File: src/rtl/mem_arbiter_pkg.sv
// rtl/mem_arbiter_pkg.sv - shared types, len encodings and load extension for mem_arbiter
package mem_arbiter_pkg;

  typedef enum logic [1:0] {
    ST_IDLE = 2'd0,
    ST_XFER = 2'd1,
    ST_LAST = 2'd2,
    ST_DONE = 2'd3
  } state_t;

  localparam logic [1:0] LEN_B         = 2'b00;
  localparam logic [1:0] LEN_H         = 2'b01;
  localparam logic [1:0] LEN_W         = 2'b10;
  localparam logic [2:0] LEN_SIGNED    = 3'b100;
  localparam logic [1:0] IO_REGION_DEF = 2'b11;

  function automatic logic [31:0] extend_load(input logic [31:0] b, input logic [1:0] size,
                                              input logic sgn);
    case (size)
      LEN_B:   extend_load = {{24{sgn & b[7]}}, b[7:0]};
      LEN_H:   extend_load = {{16{sgn & b[15]}}, b[15:0]};
      default: extend_load = b;
    endcase
  endfunction

endpackage

File: src/rtl/mem_arbiter_rr_arbiter.sv
// rtl/mem_arbiter_rr_arbiter.sv - combinational round-robin pick: lowest masked request,
// falling back to the lowest unmasked request when the mask window is empty
module rr_arbiter #(
  parameter int NUM_CH = 2
) (
  input  logic [NUM_CH-1:0] req,
  input  logic [NUM_CH-1:0] mask,
  output logic [NUM_CH-1:0] gnt
);

  logic [NUM_CH-1:0] masked;
  logic              use_masked;

  always_comb begin
    masked     = req & mask;
    use_masked = |masked;
    gnt        = '0;
    for (int i = NUM_CH - 1; i >= 0; i--) begin
      if (use_masked ? masked[i] : req[i]) begin
        gnt    = '0;
        gnt[i] = 1'b1;
      end
    end
  end

endmodule

File: src/rtl/mem_arbiter.sv
// rtl/mem_arbiter.sv - multi-channel byte-serial RAM/IO arbiter with round-robin grant,
// sign extension, speculative read flush and global freeze
module mem_arbiter
  import mem_arbiter_pkg::*;
#(
  parameter int         NUM_CH    = 2,
  parameter int         MAX_BYTES = 4,
  parameter logic [1:0] IO_REGION = IO_REGION_DEF
) (
  input  logic                   clk_in,
  input  logic                   rst_n_in,
  input  logic                   rdy_in,
  input  logic                   flush_in,
  input  logic [NUM_CH-1:0]      ch_valid,
  input  logic [NUM_CH-1:0]      ch_wr,
  input  logic [3*NUM_CH-1:0]    ch_len,
  input  logic [32*NUM_CH-1:0]   ch_addr,
  input  logic [32*NUM_CH-1:0]   ch_wdata,
  output logic [NUM_CH-1:0]      ch_done,
  output logic [31:0]            rdata,
  input  logic [7:0]             mem_din,
  output logic [7:0]             mem_dout,
  output logic [31:0]            mem_a,
  output logic                   mem_wr,
  input  logic                   io_buffer_full
);

  localparam int IW = (NUM_CH > 1) ? $clog2(NUM_CH) : 1;

  state_t            state;
  logic [IW-1:0]     ptr;
  logic [NUM_CH-1:0] gnt_q;
  logic              wr_q;
  logic              sgn_q;
  logic              legal_q;
  logic              io_q;
  logic [1:0]        size_q;
  logic [1:0]        last_q;
  logic [1:0]        cnt;
  logic [31:0]       addr_q;
  logic [31:0]       wdata_q;
  logic [31:0]       rbuf;

  logic [NUM_CH-1:0] elig;
  logic [NUM_CH-1:0] mask;
  logic [NUM_CH-1:0] gnt;
  logic              sel_wr;
  logic [2:0]        sel_len;
  logic [31:0]       sel_addr;
  logic [31:0]       sel_wdata;
  logic [IW-1:0]     sel_idx;
  logic [2:0]        sel_bytes;
  logic              sel_legal;
  logic [1:0]        sel_last;
  logic [1:0]        nxt;
  logic [1:0]        prv;
  logic [31:0]       fin_buf;

  // IO writes are hidden from the arbiter while the sink is full
  always_comb begin
    elig = '0;
    mask = '0;
    for (int i = 0; i < NUM_CH; i++) begin
      elig[i] = ch_valid[i] &
                ~(ch_wr[i] & (ch_addr[32*i+16 +: 2] == IO_REGION) & io_buffer_full);
      mask[i] = (i > int'(ptr));
    end
  end

  rr_arbiter #(.NUM_CH(NUM_CH)) u_rr (
    .req  (elig),
    .mask (mask),
    .gnt  (gnt)
  );

  always_comb begin
    sel_wr    = 1'b0;
    sel_len   = '0;
    sel_addr  = '0;
    sel_wdata = '0;
    sel_idx   = '0;
    for (int i = 0; i < NUM_CH; i++) begin
      if (gnt[i]) begin
        sel_wr    = ch_wr[i];
        sel_len   = ch_len[3*i +: 3];
        sel_addr  = ch_addr[32*i +: 32];
        sel_wdata = ch_wdata[32*i +: 32];
        sel_idx   = IW'(i);
      end
    end
    case (sel_len[1:0])
      LEN_B:   sel_bytes = 3'd1;
      LEN_H:   sel_bytes = 3'd2;
      LEN_W:   sel_bytes = 3'd4;
      default: sel_bytes = 3'd0;
    endcase
    sel_legal = (sel_bytes != 3'd0) && (int'(sel_bytes) <= MAX_BYTES);
    sel_last  = sel_legal ? 2'(sel_bytes - 3'd1) : 2'd0;
  end

  // the final read byte arrives in LAST and is merged before extension
  always_comb begin
    nxt     = cnt + 2'd1;
    prv     = cnt - 2'd1;
    fin_buf = rbuf;
    fin_buf[{last_q, 3'b000} +: 8] = mem_din;
  end

  always_ff @(posedge clk_in) begin
    if (!rst_n_in) begin
      state   <= ST_IDLE;
      ptr     <= IW'(NUM_CH - 1);
      gnt_q   <= '0;
      wr_q    <= 1'b0;
      sgn_q   <= 1'b0;
      legal_q <= 1'b0;
      io_q    <= 1'b0;
      size_q  <= '0;
      last_q  <= '0;
      cnt     <= '0;
      addr_q  <= '0;
      wdata_q <= '0;
      rbuf    <= '0;
      ch_done <= '0;
      rdata   <= '0;
      mem_a   <= '0;
      mem_dout <= '0;
      mem_wr  <= 1'b0;
    end else if (rdy_in) begin
      ch_done <= '0;
      case (state)
        ST_IDLE: begin
          if (!flush_in && (|gnt)) begin
            state    <= ST_XFER;
            ptr      <= sel_idx;
            gnt_q    <= gnt;
            wr_q     <= sel_wr;
            sgn_q    <= |(sel_len & LEN_SIGNED);
            legal_q  <= sel_legal;
            io_q     <= (sel_addr[17:16] == IO_REGION);
            size_q   <= sel_len[1:0];
            last_q   <= sel_last;
            cnt      <= '0;
            addr_q   <= sel_addr;
            wdata_q  <= sel_wdata;
            rbuf     <= '0;
            mem_a    <= sel_addr;
            mem_wr   <= sel_wr;
            mem_dout <= sel_wdata[7:0];
          end
        end
        ST_XFER: begin
          if (flush_in && !wr_q) begin
            state    <= ST_IDLE;
            mem_wr   <= 1'b0;
            mem_dout <= '0;
            if (io_q) mem_a <= '0;
          end else begin
            if (cnt != 2'd0) rbuf[{prv, 3'b000} +: 8] <= mem_din;
            if (cnt == last_q) begin
              state    <= wr_q ? ST_DONE : ST_LAST;
              mem_wr   <= 1'b0;
              mem_dout <= '0;
              if (io_q) mem_a <= '0;
              if (wr_q) begin
                ch_done <= gnt_q;
                rdata   <= '0;
              end
            end else begin
              cnt      <= nxt;
              mem_a    <= addr_q + {30'd0, nxt};
              mem_dout <= wdata_q[{nxt, 3'b000} +: 8];
            end
          end
        end
        ST_LAST: begin
          if (flush_in) begin
            state <= ST_IDLE;
          end else begin
            state   <= ST_DONE;
            ch_done <= gnt_q;
            rdata   <= legal_q ? extend_load(fin_buf, size_q, sgn_q) : 32'd0;
          end
        end
        ST_DONE: state <= ST_IDLE;
        default: state <= ST_IDLE;
      endcase
    end
  end

endmodule

File: config.mk
export PLATFORM = sky130hd
export DESIGN_NAME = mem_arbiter
export DESIGN_NICKNAME = d
export VERILOG_FILES = /design/src/rtl/mem_arbiter_pkg.sv /design/src/rtl/mem_arbiter_rr_arbiter.sv /design/src/rtl/mem_arbiter.sv
export SDC_FILE = /design/constraint.sdc
export NUM_CORES = 1
export LEC_CHECK = 0
export ABC_AREA = 1
export CAP_MARGIN = 20
export CELL_PAD_IN_SITES_DETAIL_PLACEMENT = 0
export CELL_PAD_IN_SITES_GLOBAL_PLACEMENT = 1
export CORE_UTILIZATION = 39
export CTS_CLUSTER_DIAMETER = 150
export DETAILED_ROUTE_END_ITERATION = 8
export GPL_TIMING_DRIVEN = 0
export PLACE_DENSITY_LB_ADDON = 0.1
export SLEW_MARGIN = 10
export SYNTH_ARGS = -nofsm -noshare
export SYNTH_HDL_FRONTEND = slang
export SYNTH_HIERARCHICAL = 1
export SYNTH_SLANG_ARGS = --single-unit
File: constraint.sdc
create_clock -name clk_in -period 4.8 [get_ports clk_in]
set_clock_uncertainty 0.1 [all_clocks]
set_input_delay 1.44 -clock clk_in [delete_from_list [all_inputs] [get_ports clk_in]]
set_output_delay 1.44 -clock clk_in [all_outputs]
set_load 0.05 [all_outputs]
==> results of run 1 <==
[stage by stage]
stage	hold WS, ns	utilization, %
floorplan	0.334	-
global placement	0.349	50.5
detailed placement	0.353	50.5
CTS	0.364	52.9
global route	0.381	52.9
finish	0.365	52.9
[cell type report]
| type | instances | area (sq um) |
|---|---|---|
| inverter | 106 | 398 |
| clock inverter | 14 | 158 |
| buffer | 80 | 374 |
| clock buffer | 18 | 439 |
| fill | 2606 | 12000 |
| tap | 330 | 413 |
| multi-input combinational | 1125 | 5680 |
| timing repair buffer | 225 | 2250 |
| sequential | 186 | 3720 |
[worst max-delay path by stage]
stage | from | endpoint | slack (ns) | cells past startpoint
2_1_floorplan | io_buffer_full | last_q[1] | 1.53 | 11
3_3_place_gp | ch_wr[0] | last_q[1] | 0.05 | 12
3_5_place_dp | ch_wr[0] | last_q[1] | 0.04 | 12
4_1_cts | ch_wr[0] | last_q[1] | 0.50 | 12
5_1_grt | ch_wr[0] | last_q[1] | 0.26 | 12
6_report | ch_wr[0] | last_q[1] | 0.44 | 12
[metal layers]
layer,part of all wire [%],wire [microns],GRT usage [%],vias to the layer above
li1,-,-,-,5532
met1,45,18700,42.1,5256
met2,45,18600,50.4,503
met3,7.9,3280,5.87,50
met4,2.1,852,9.47,0
met5,0,0,0,-
[report_power, final]
part | internal (mW) | leakage [nW] | switching [mW] | total [mW]
Combinational | 0.421 | 3.12 | 0.842 | 1.26
Sequential | 1.64 | 1.51 | 0.101 | 1.74
Clock | 0.753 | 0.283 | 0.709 | 1.46
[cell usage after synthesis (3+ instances only)]
master	number	area share (%)
a21oi_1	135	6.6
inv_2	5	0.18
dfxtp_1	186	37
clkbuf_1	47	1.7
or2_2	4	0.25
a31oi_1	36	2.2
nand2_2	3	0.18
o21bai_1	5	0.37
o21a_1	17	1.3
nor2_2	5	0.31
o211ai_1	3	0.22
inv_1	94	3.5
a22o_1	24	2.1
o21ai_0	116	5.7
nand4_1	23	1.4
nor2_1	178	6.6
o22ai_1	13	0.80
xor2_1	5	0.43
nand3_1	40	2.0
nand3b_1	12	0.89
buf_2	23	1.1
buf_4	4	0.30
nor3_1	7	0.34
or2_0	11	0.68
o21ai_1	4	0.20
a22oi_1	37	2.7
a211oi_1	14	1.0
o31ai_1	6	0.44
ha_1	18	2.2
buf_6	4	0.44
nand2_1	383	14
clkinv_1	7	0.26
xnor2_1	7	0.60
[registers in the layout (all words and copies together), names as in the netlist, 2 cells and up]
name	count
last_q	2
mem_a	32
addr_q	32
ch_done	2
wdata_q	32
rdata	32
state	2
gnt_q	2
size_q	2
cnt	2
mem_dout	8
rbuf	32
[logic make-up after synthesis]
family          synth area share, %
other cells                  0.0369
flops                          36.6
simple gates                   27.9
xor+xnor                       1.19
fa+ha+maj                      2.41
buf+inv                        7.59
compound gates                 24.3
[critical path: stages]
cell and delay, ns:
clkdlybuf4s50_1 0.43, a41oi_1 0.44, inv_1 0.08, nand2_1 0.07, nand2_1 0.05, buf_2 0.21, nor2_2 0.43, clkbuf_1 0.69
a22oi_1 0.23, ha_1 0.27, o21ai_0 0.16, a21oi_1 0.06
==> reports/qor.csv, run 1 <==
stage,metric,value,unit
clock_tree,clk_path_buf_depth,2,
worst_setup_path,rr_startpoint,cnt[0],
detailed_routing,wl_per_cell,19.9,microns
global_route,grt.total_usage,31.3,%
worst_setup_path,ff2ff_path_depth,10,
detailed_routing,drt_iter0_drc,1012,
global_route,grt_max_degree,19,
power,powerDensity,333,nW/um^2
placement,dp_cells,2052,
layout,stdcell_count,2084,
power,p_leak,4.91,nW
floorplanning,core,25400,sq um
placement,hpwl,32200,microns
sta,finalSetupTns,0,ns
logic_synthesis,yosysWarnings,6,
floorplanning,die_area,26700,sq um
worst_setup_path,r2r_slack,1.61,ns
placement,place_area,12800,sq um
floorplanning,ios,226,
power,p_total,4.47,mW
logic_synthesis,synth_area,10200,sq um
sta,timing.final.max_slew_violations,0,
worst_setup_path,required,5.02,ns
layout,final_common_cell,nand2_1,
logic_synthesis,synth_seq_cells,186,
sta,setup_viol,0,
sta,max_freq,230,MHz
logic_synthesis,yosysSeqAreaShare,36.6,%
layout,fin_area,13400,sq um
logic_synthesis,avgSynthCellArea,6.80,sq um
worst_setup_path,crit_type,input port to register,
logic_synthesis,ys_types,47,
logic_synthesis,synth_edf_count,0,
job,drv_cap,0,
worst_hold_path,min_path_type,register to register,
outcome,status,finished clean,
floorplanning,rows,58,
clock_tree,clk_pin_slew,0.07,ns
placement,dp_slack,0.0440,ns
worst_setup_path,worst_setup_path_end_kind,register,
logic_synthesis,async_reset_ff_share,0,%
floorplanning,dieHeight,163,microns
sta,tightest_slew,0.904,ns
worst_hold_path,holdPathStages,2,
worst_setup_path,r2r_end,mem_a[10],
clock_tree,cts_tree,yes,
worst_setup_path,crit_fanout,10,
clock_tree,post-cts-setup-buffer-count,0,
clock_tree,cts_sinks,186,
clock_tree,h-tree-depth,4,
floorplanning,die_w,163,microns
clock_tree,holdBufCountCts,0,
clock_tree,clk_latency,0.45,ns
placement,port-buffer-count,225,
logic_synthesis,synthFlopType,dfxtp_1,
detailed_routing,drc,0,
detailed_routing,viasPerCell,5.44,
clock_tree,cts_resized,0,
layout,drive_above_1_share,5.30,%
worst_setup_path,worst_setup_path_start_kind,input port,
sta,fin_ws,0.443,ns
layout,num-nets-final,1911,
floorplanning,start_util,40.0,%
sta,rsz0062_at_grt,no,
layout,final_cell_mix,"nand2_1, clkdlybuf4s50_1, dfxtp_1",
power,irDropWorstVdd,0.255,mV
global_route,grt_overflow_total,0,
clock_tree,numCtsBuffers,17,
clock_tree,cts-root-buf,clkbuf_16,
worst_hold_path,hold_path_end,rbuf[7],
detailed_routing,routed_wl,41400,microns
global_route,grt_pass1_vias,10500,
layout,antennaDiodeCount,0,
sta,timing.final.hold_violations,0,
sta,fin_crit_sh,90.8,%
worst_setup_path,crit_arrival,4.57,ns
sta,fin_crit,4.36,ns
global_route,grt_pass1_wl,62000,microns
placement,place.gp.congestion,0.971,
sta,slew_headroom,39.7,%
layout,areaGrowthSynthToFinish,32.1,%
global_route,antenna_found_initial,0,
detailed_routing,first_pass_iters,6,
worst_hold_path,hp-start,rbuf[7],
detailed_routing,antenna_left,0,
detailed_routing,vias,11300,
logic_synthesis,syn_inst,1496,
No activity file was read; power rests on OpenSTA's default activity.
==> run 2: changes to the inputs <==
--- a/config.mk
+++ b/config.mk
@@ -5,15 +5,12 @@
 export SDC_FILE = /design/constraint.sdc
 export NUM_CORES = 1
 export LEC_CHECK = 0
-export ABC_AREA = 1
 export CAP_MARGIN = 20
-export CELL_PAD_IN_SITES_DETAIL_PLACEMENT = 0
-export CELL_PAD_IN_SITES_GLOBAL_PLACEMENT = 1
-export CORE_UTILIZATION = 39
+export CORE_UTILIZATION = 45
 export CTS_CLUSTER_DIAMETER = 150
 export DETAILED_ROUTE_END_ITERATION = 8
 export GPL_TIMING_DRIVEN = 0
-export PLACE_DENSITY_LB_ADDON = 0.1
+export PLACE_DENSITY = 0.73
 export SLEW_MARGIN = 10
 export SYNTH_ARGS = -nofsm -noshare
 export SYNTH_HDL_FRONTEND = slang
==> constraint.sdc (replaced) <==
create_clock -name clk_in -period 4.45 [get_ports clk_in]
set_clock_uncertainty 0.1 [all_clocks]
set_input_delay 1.335 -clock clk_in [delete_from_list [all_inputs] [get_ports clk_in]]
set_output_delay 1.335 -clock clk_in [all_outputs]
set_load 0.05 [all_outputs]
==> reports/qor.csv, run 2 <==
stage,metric,value,unit
sta,finalSetupTns,0,ns
placement,dp_slack,-0.647,ns
clock_tree,clk_pin_slew,0.07,ns
placement,place.gp.congestion,0.991,
logic_synthesis,yosysMostFrequentCell,dfxtp_1,
global_route,antenna_found_initial,0,
clock_tree,post-cts-setup-buffer-count,0,
logic_synthesis,synth_seq_cells,186,
layout,num-nets-final,1570,
logic_synthesis,async_reset_ff_share,0,%
worst_setup_path,crit_fanout,10,
layout,final_common_cell,clkdlybuf4s50_1,
power,p_leak,4.24,nW
clock_tree,cts_sinks,186,
detailed_routing,antenna_left,0,
clock_tree,h-tree-depth,4,
worst_hold_path,holdPathStages,2,
placement,hpwl,28200,microns
logic_synthesis,synthTopCellsByArea,"dfxtp_1, a21oi_1, nor2_1",
clock_tree,holdBufCountCts,0,
placement,port-buffer-count,224,
logic_synthesis,synth_area,9540,sq um
clock_tree,numCtsBuffers,17,
floorplanning,core,20500,sq um
sta,slew_headroom,29.2,%
logic_synthesis,synth_fa_ha_area_share,2.57,%
outcome,status,finished clean,
logic_synthesis,synth_compound_area_share,28.9,%
worst_setup_path,required,4.71,ns
detailed_routing,drt_iter0_drc,1254,
worst_setup_path,crit_type,input port to register,
sta,rsz0062_at_grt,no,
worst_setup_path,ff2ff_path_depth,9,
sta,timing.final.hold_violations,0,
power,seqPwrFrac,43.9,%
power,powerDensity,320,nW/um^2
worst_hold_path,min_path_type,register to register,
worst_setup_path,worstSetupStartpoint,ch_addr[16],
worst_setup_path,worst_setup_path_start_kind,input port,
detailed_routing,wl_per_cell,22.7,microns
placement,place_area,12100,sq um
sta,max_freq,231,MHz
worst_setup_path,r2r_end,mem_a[31],
logic_synthesis,ys_types,71,
sta,fin_crit,4.32,ns
power,irDropWorstVdd,0.228,mV
detailed_routing,drc,0,
power,p_clk_share,36.7,%
detailed_routing,vias,10400,
logic_synthesis,synth_top_area_share,39.0,%
global_route,grt_pass1_wl,57300,microns
worst_hold_path,hp-start,rdata[0],
job,drv_cap,0,
global_route,grt_overflow_total,0,
logic_synthesis,synth_top_family_by_area,compound AO/OA/AOI/OAI gates,
global_route,grt_max_degree,18,
worst_setup_path,rr_startpoint,cnt[0],
sta,fin_crit_sh,97.1,%
detailed_routing,routed_wl,38100,microns
worst_setup_path,r2r_slack,0.43,ns
detailed_routing,first_pass_iters,6,
logic_synthesis,synthTopCellsByCount,"dfxtp_1, nor2_1, a21oi_1",
logic_synthesis,synth.net_count,1326,
clock_tree,cts-root-buf,clkbuf_16,
layout,stdcell_count,1682,
floorplanning,die_area,21800,sq um
layout,areaGrowthSynthToFinish,32.9,%
global_route,grt_pass1_vias,9860,
logic_synthesis,yosys.area_share.xor_xnor,1.84,%
logic_synthesis,syn_inst,1156,
sta,setup_viol,0,
layout,final_cell_mix,"clkdlybuf4s50_1, dfxtp_1, nor2_1",
power,power_frac_comb,19.4,%
logic_synthesis,synthMuxAreaShare,2.43,%
global_route,grt.total_usage,35.0,%
clock_tree,clk_path_buf_depth,2,
logic_synthesis,avgSynthCellArea,8.26,sq um
logic_synthesis,yosysWarnings,6,
power,switching_share,31.7,%
clock_tree,cts_tree,yes,
sta,fin_ws,0.129,ns
layout,drive_above_1_share,4.39,%
floorplanning,dieHeight,148,microns
logic_synthesis,yosysTopAreaCell,dfxtp_1,
placement,dp_cells,1651,
logic_synthesis,yosys.area_share.simple,19.7,%
power,net-switching-power,1.28,mW
worst_setup_path,worst_setup_path_end_kind,register,
floorplanning,die_w,148,microns
worst_setup_path,crit_arrival,4.58,ns
floorplanning,ios,226,
clock_tree,clk_latency,0.45,ns
sta,tightest_slew,1.05,ns
layout,fin_area,12700,sq um
logic_synthesis,yosysSeqAreaShare,39.0,%
floorplanning,start_util,46.6,%
logic_synthesis,synthFlopType,dfxtp_1,
power,power.internal,2.77,mW
sta,timing.final.max_slew_violations,0,
worst_setup_path,crit_end,last_q[0],
logic_synthesis,synth_edf_count,0,
layout,antennaDiodeCount,0,
detailed_routing,viasPerCell,6.19,
floorplanning,rows,52,
==> run 2: changes by cell type after synthesis, sizes merged, moves of 39 or more <==
cell / before / now
inv: 99 / 43
a221oi: 0 / 42
o21ai: 123 / 38
nor2: 187 / 127
nor3: 8 / 53
a21oi: 136 / 97
nand2: 387 / 83
==> run 2: cell families after synthesis <==
| family | count (synthesis) |
|---|---|
| and+or+nand+nor | 388 |
| xor gates and xnor gates | 20 |
| adders and majority gates | 19 |
| other | 1 |
| buffers and inverters | 137 |
| AOI/OAI and AO/OA | 392 |
| DFF | 186 |
| muxes | 13 |
==> run 2: cell type report <==
type	count	area [sq um]
fill	1874	7810
tap	270	338
timing repair buffer	225	2250
inverter	44	165
multi-input combinational	833	5300
clock buffer	18	439
clock inverter	13	113
sequential	186	3720
buffer	93	357
==> run 2: worst min-delay path by stage <==
| stage | endpoint | slack, ns |
|---|---|---|
| floorplan | rbuf[15] | 0.33 |
| global placement | rbuf[15] | 0.34 |
| detailed placement | rdata[0] | 0.35 |
| CTS | rdata[0] | 0.36 |
| global route | rdata[1] | 0.38 |
| finish | rdata[0] | 0.36 |
==> run 2: power by group through the flow <==
stage          combinational (mW)  sequential, mW  clock, mW
2_1_floorplan               0.355            1.86          0
3_3_place_gp                0.763            1.82          0
3_5_place_dp                0.768            1.82          0
4_1_cts                     0.772            1.78       1.48
5_1_grt                     0.839            1.79       1.55
6_report                    0.787            1.78       1.49
==> run 2: stage by stage <==
stage,util [%],power (mW),hold WS [ns]
after floorplan,-,2.22,0.332
after global placement,59.2,2.58,0.340
after detailed placement,59.2,2.58,0.346
after CTS,61.9,4.03,0.356
after global routing,61.9,4.17,0.376
final,61.9,4.06,0.356
==> run 2: routing by layer <==
metal / GRT usage (%) / share of wire [%] / up-vias
met5: 0 / 0 / -
met4: 14.3 / 3.1 / 0
met3: 7.62 / 10 / 87
met2: 54.2 / 45 / 623
met1: 47.2 / 42 / 4893
li1: - / - / 4814
==> run 2: what timing repair did <==
item	CTS	global route
setup endpoints to repair	3	12
gates cloned	0	0
resized for setup	1	6
==> run 2: critical path, stage by stage <==
cell and delay [ns]:
clkdlybuf4s50_1 0.45, a41oi_1 0.21, inv_1 0.08, a21oi_1 0.38, nor2b_1 0.33, clkbuf_1 0.58
buf_2 0.47, a22oi_1 0.21, ha_1 0.34, a211oi_1 0.19
==> run 3: changes to the inputs <==
--- a/config.mk
+++ b/config.mk
@@ -6,11 +6,11 @@
 export NUM_CORES = 1
 export LEC_CHECK = 0
 export CAP_MARGIN = 20
-export CORE_UTILIZATION = 45
+export CORE_UTILIZATION = 47
 export CTS_CLUSTER_DIAMETER = 150
 export DETAILED_ROUTE_END_ITERATION = 8
 export GPL_TIMING_DRIVEN = 0
-export PLACE_DENSITY = 0.73
+export PLACE_DENSITY = 0.76
 export SLEW_MARGIN = 10
 export SYNTH_ARGS = -nofsm -noshare
 export SYNTH_HDL_FRONTEND = slang
==> reports/qor.csv, run 3 (synthesis results as in run 2) <==
stage,metric,value,unit
outcome,status,finished clean,
detailed_routing,routed_wl,37900,microns
clock_tree,clk_path_buf_depth,2,
worst_setup_path,crit_chain,"clkdlybuf4s50_1, inv_1, a41oi_1, o21a_1, clkbuf_1, o21ba_2, mux2_2, and2_1, clkbuf_1, clkbuf_1, o31ai_1, a21oi_1",
detailed_routing,wl_per_cell,22.6,microns
global_route,grt_pass1_wl,56600,microns
detailed_routing,viasPerCell,6.27,
detailed_routing,vias,10500,
power,p_leak,4.26,nW
global_route,antenna_found_initial,0,
sta,timing.final.hold_violations,0,
layout,final_cell_mix,"clkdlybuf4s50_1, dfxtp_1, nor2_1",
clock_tree,cts-root-buf,clkbuf_16,
worst_setup_path,required,4.72,ns
placement,hpwl,28300,microns
placement,port-buffer-count,224,
sta,rsz0062_at_grt,no,
global_route,grt_pass1_vias,9843,
layout,num-nets-final,1570,
worst_setup_path,cp_common_cell,clkbuf_1,
power,powerDensity,324,nW/um^2
sta,fin_crit_sh,96.5,%
layout,antennaDiodeCount,0,
sta,max_freq,233,MHz
floorplanning,rows,51,
worst_setup_path,crit_type,input port to register,
placement,dp_cells,1646,
sta,tightest_slew,1.17,ns
sta,setup_viol,0,
placement,place.gp.congestion,1.02,
clock_tree,cts_tree,yes,
layout,num-fill-cells,1784,
worst_hold_path,min_path_type,register to register,
worst_setup_path,ff2ff_path_depth,9,
layout,areaGrowthSynthToFinish,33.1,%
worst_setup_path,worst_setup_path_start_kind,input port,
floorplanning,die_w,144,microns
worst_setup_path,cp_slowest_cell,clkbuf_1,
global_route,grt_max_degree,17,
sta,fin_crit,4.29,ns
worst_setup_path,r2r_slack,0.45,ns
sta,whs,0.354,ns
sta,slew_headroom,21.3,%
clock_tree,clk_latency,0.45,ns
layout,stdcell_count,1677,
global_route,grt_overflow_total,0,
worst_setup_path,worst_setup_path_end_kind,register,
clock_tree,h-tree-depth,4,
floorplanning,ios,226,
worst_setup_path,cpPeakStageDelay,0.54,ns
sta,finalSetupTns,0,ns
global_route,grt.total_usage,36.6,%
detailed_routing,antenna_left,0,
job,drv_cap,0,
floorplanning,die_area,20900,sq um
floorplanning,core,19700,sq um
clock_tree,clk_pin_slew,0.07,ns
clock_tree,cts_sinks,186,
floorplanning,dieHeight,144,microns
worst_setup_path,crit_arrival,4.56,ns
detailed_routing,drt_iter0_drc,1073,
worst_setup_path,crit_fanout,10,
clock_tree,holdBufCountCts,0,
power,irDropWorstVdd,0.244,mV
clock_tree,numCtsBuffers,17,
detailed_routing,first_pass_iters,5,
layout,final_common_cell,clkdlybuf4s50_1,
detailed_routing,drc,0,
layout,drive_above_1_share,4.32,%
worst_hold_path,holdPathStages,2,
sta,timing.final.max_slew_violations,0,
floorplanning,start_util,48.6,%
run 3: final timing paths:
kind          endpoint   startpoint
max          mem_a[19]  ch_valid[1]
min           gnt_q[0]     gnt_q[0]
max reg2reg  mem_a[31]       cnt[0]
min reg2reg   gnt_q[0]     gnt_q[0]
run 3: worst max-delay path, delay by kind of cell:
family          cells  cell delay (ns)
buf+inv             5             1.84
compound gates      5             1.02
mux                 1             0.22
simple gates        1             0.14
run 3: where the power goes:
part	total [mW]	internal (mW)	leakage (nW)	switching (mW)
clock network	1.54	0.839	0.279	0.705
logic	0.786	0.305	2.48	0.481
registers	1.78	1.73	1.51	0.0571
run 3: through the flow:
stage / power [mW] / area (sq um) / setup slack [ns] / util [%]
after floorplan: 2.22 / 9540 / 0.980 / -
after detailed placement: 2.58 / 12100 / -0.598 / 61.7
after CTS: 4.09 / 12700 / 0.0565 / 64.6
after global placement: 2.57 / 12100 / -0.603 / 61.7
after global routing: 4.23 / 12700 / 0.0514 / 64.6
final: 4.11 / 12700 / 0.156 / 64.6
run 3: area by class of cell:
type,instances,area [sq um],share of cell area (%)
sequential,186,3720,29.3
timing repair buffer,225,2250,17.7
inverter,44,165,1.30
clock buffer,20,437,3.44
multi-input combinational,833,5300,41.7
buffer,93,359,2.83
clock inverter,11,139,1.09
tap,265,332,2.61
run 3: what timing repair did:
| item | 4_1_cts | 5_1_grt |
|---|---|---|
| setup endpoints to repair | 2 | 8 |
| setup buffers | 0 | 0 |
| gates cloned | 0 | 0 |
| gates resized for setup | 1 | 10 |
| pin swaps | 0 | 0 |
run 3: per-layer routing:
| metal | track usage (%) | wire length [microns] | vias up |
|---|---|---|---|
| met5 | 0 | 0 | - |
| met4 | 12.0 | 894 | 0 |
| met3 | 7.35 | 3550 | 78 |
| met2 | 59.2 | 17500 | 595 |
| met1 | 48.4 | 15900 | 5024 |
| li1 | - | - | 4812 |
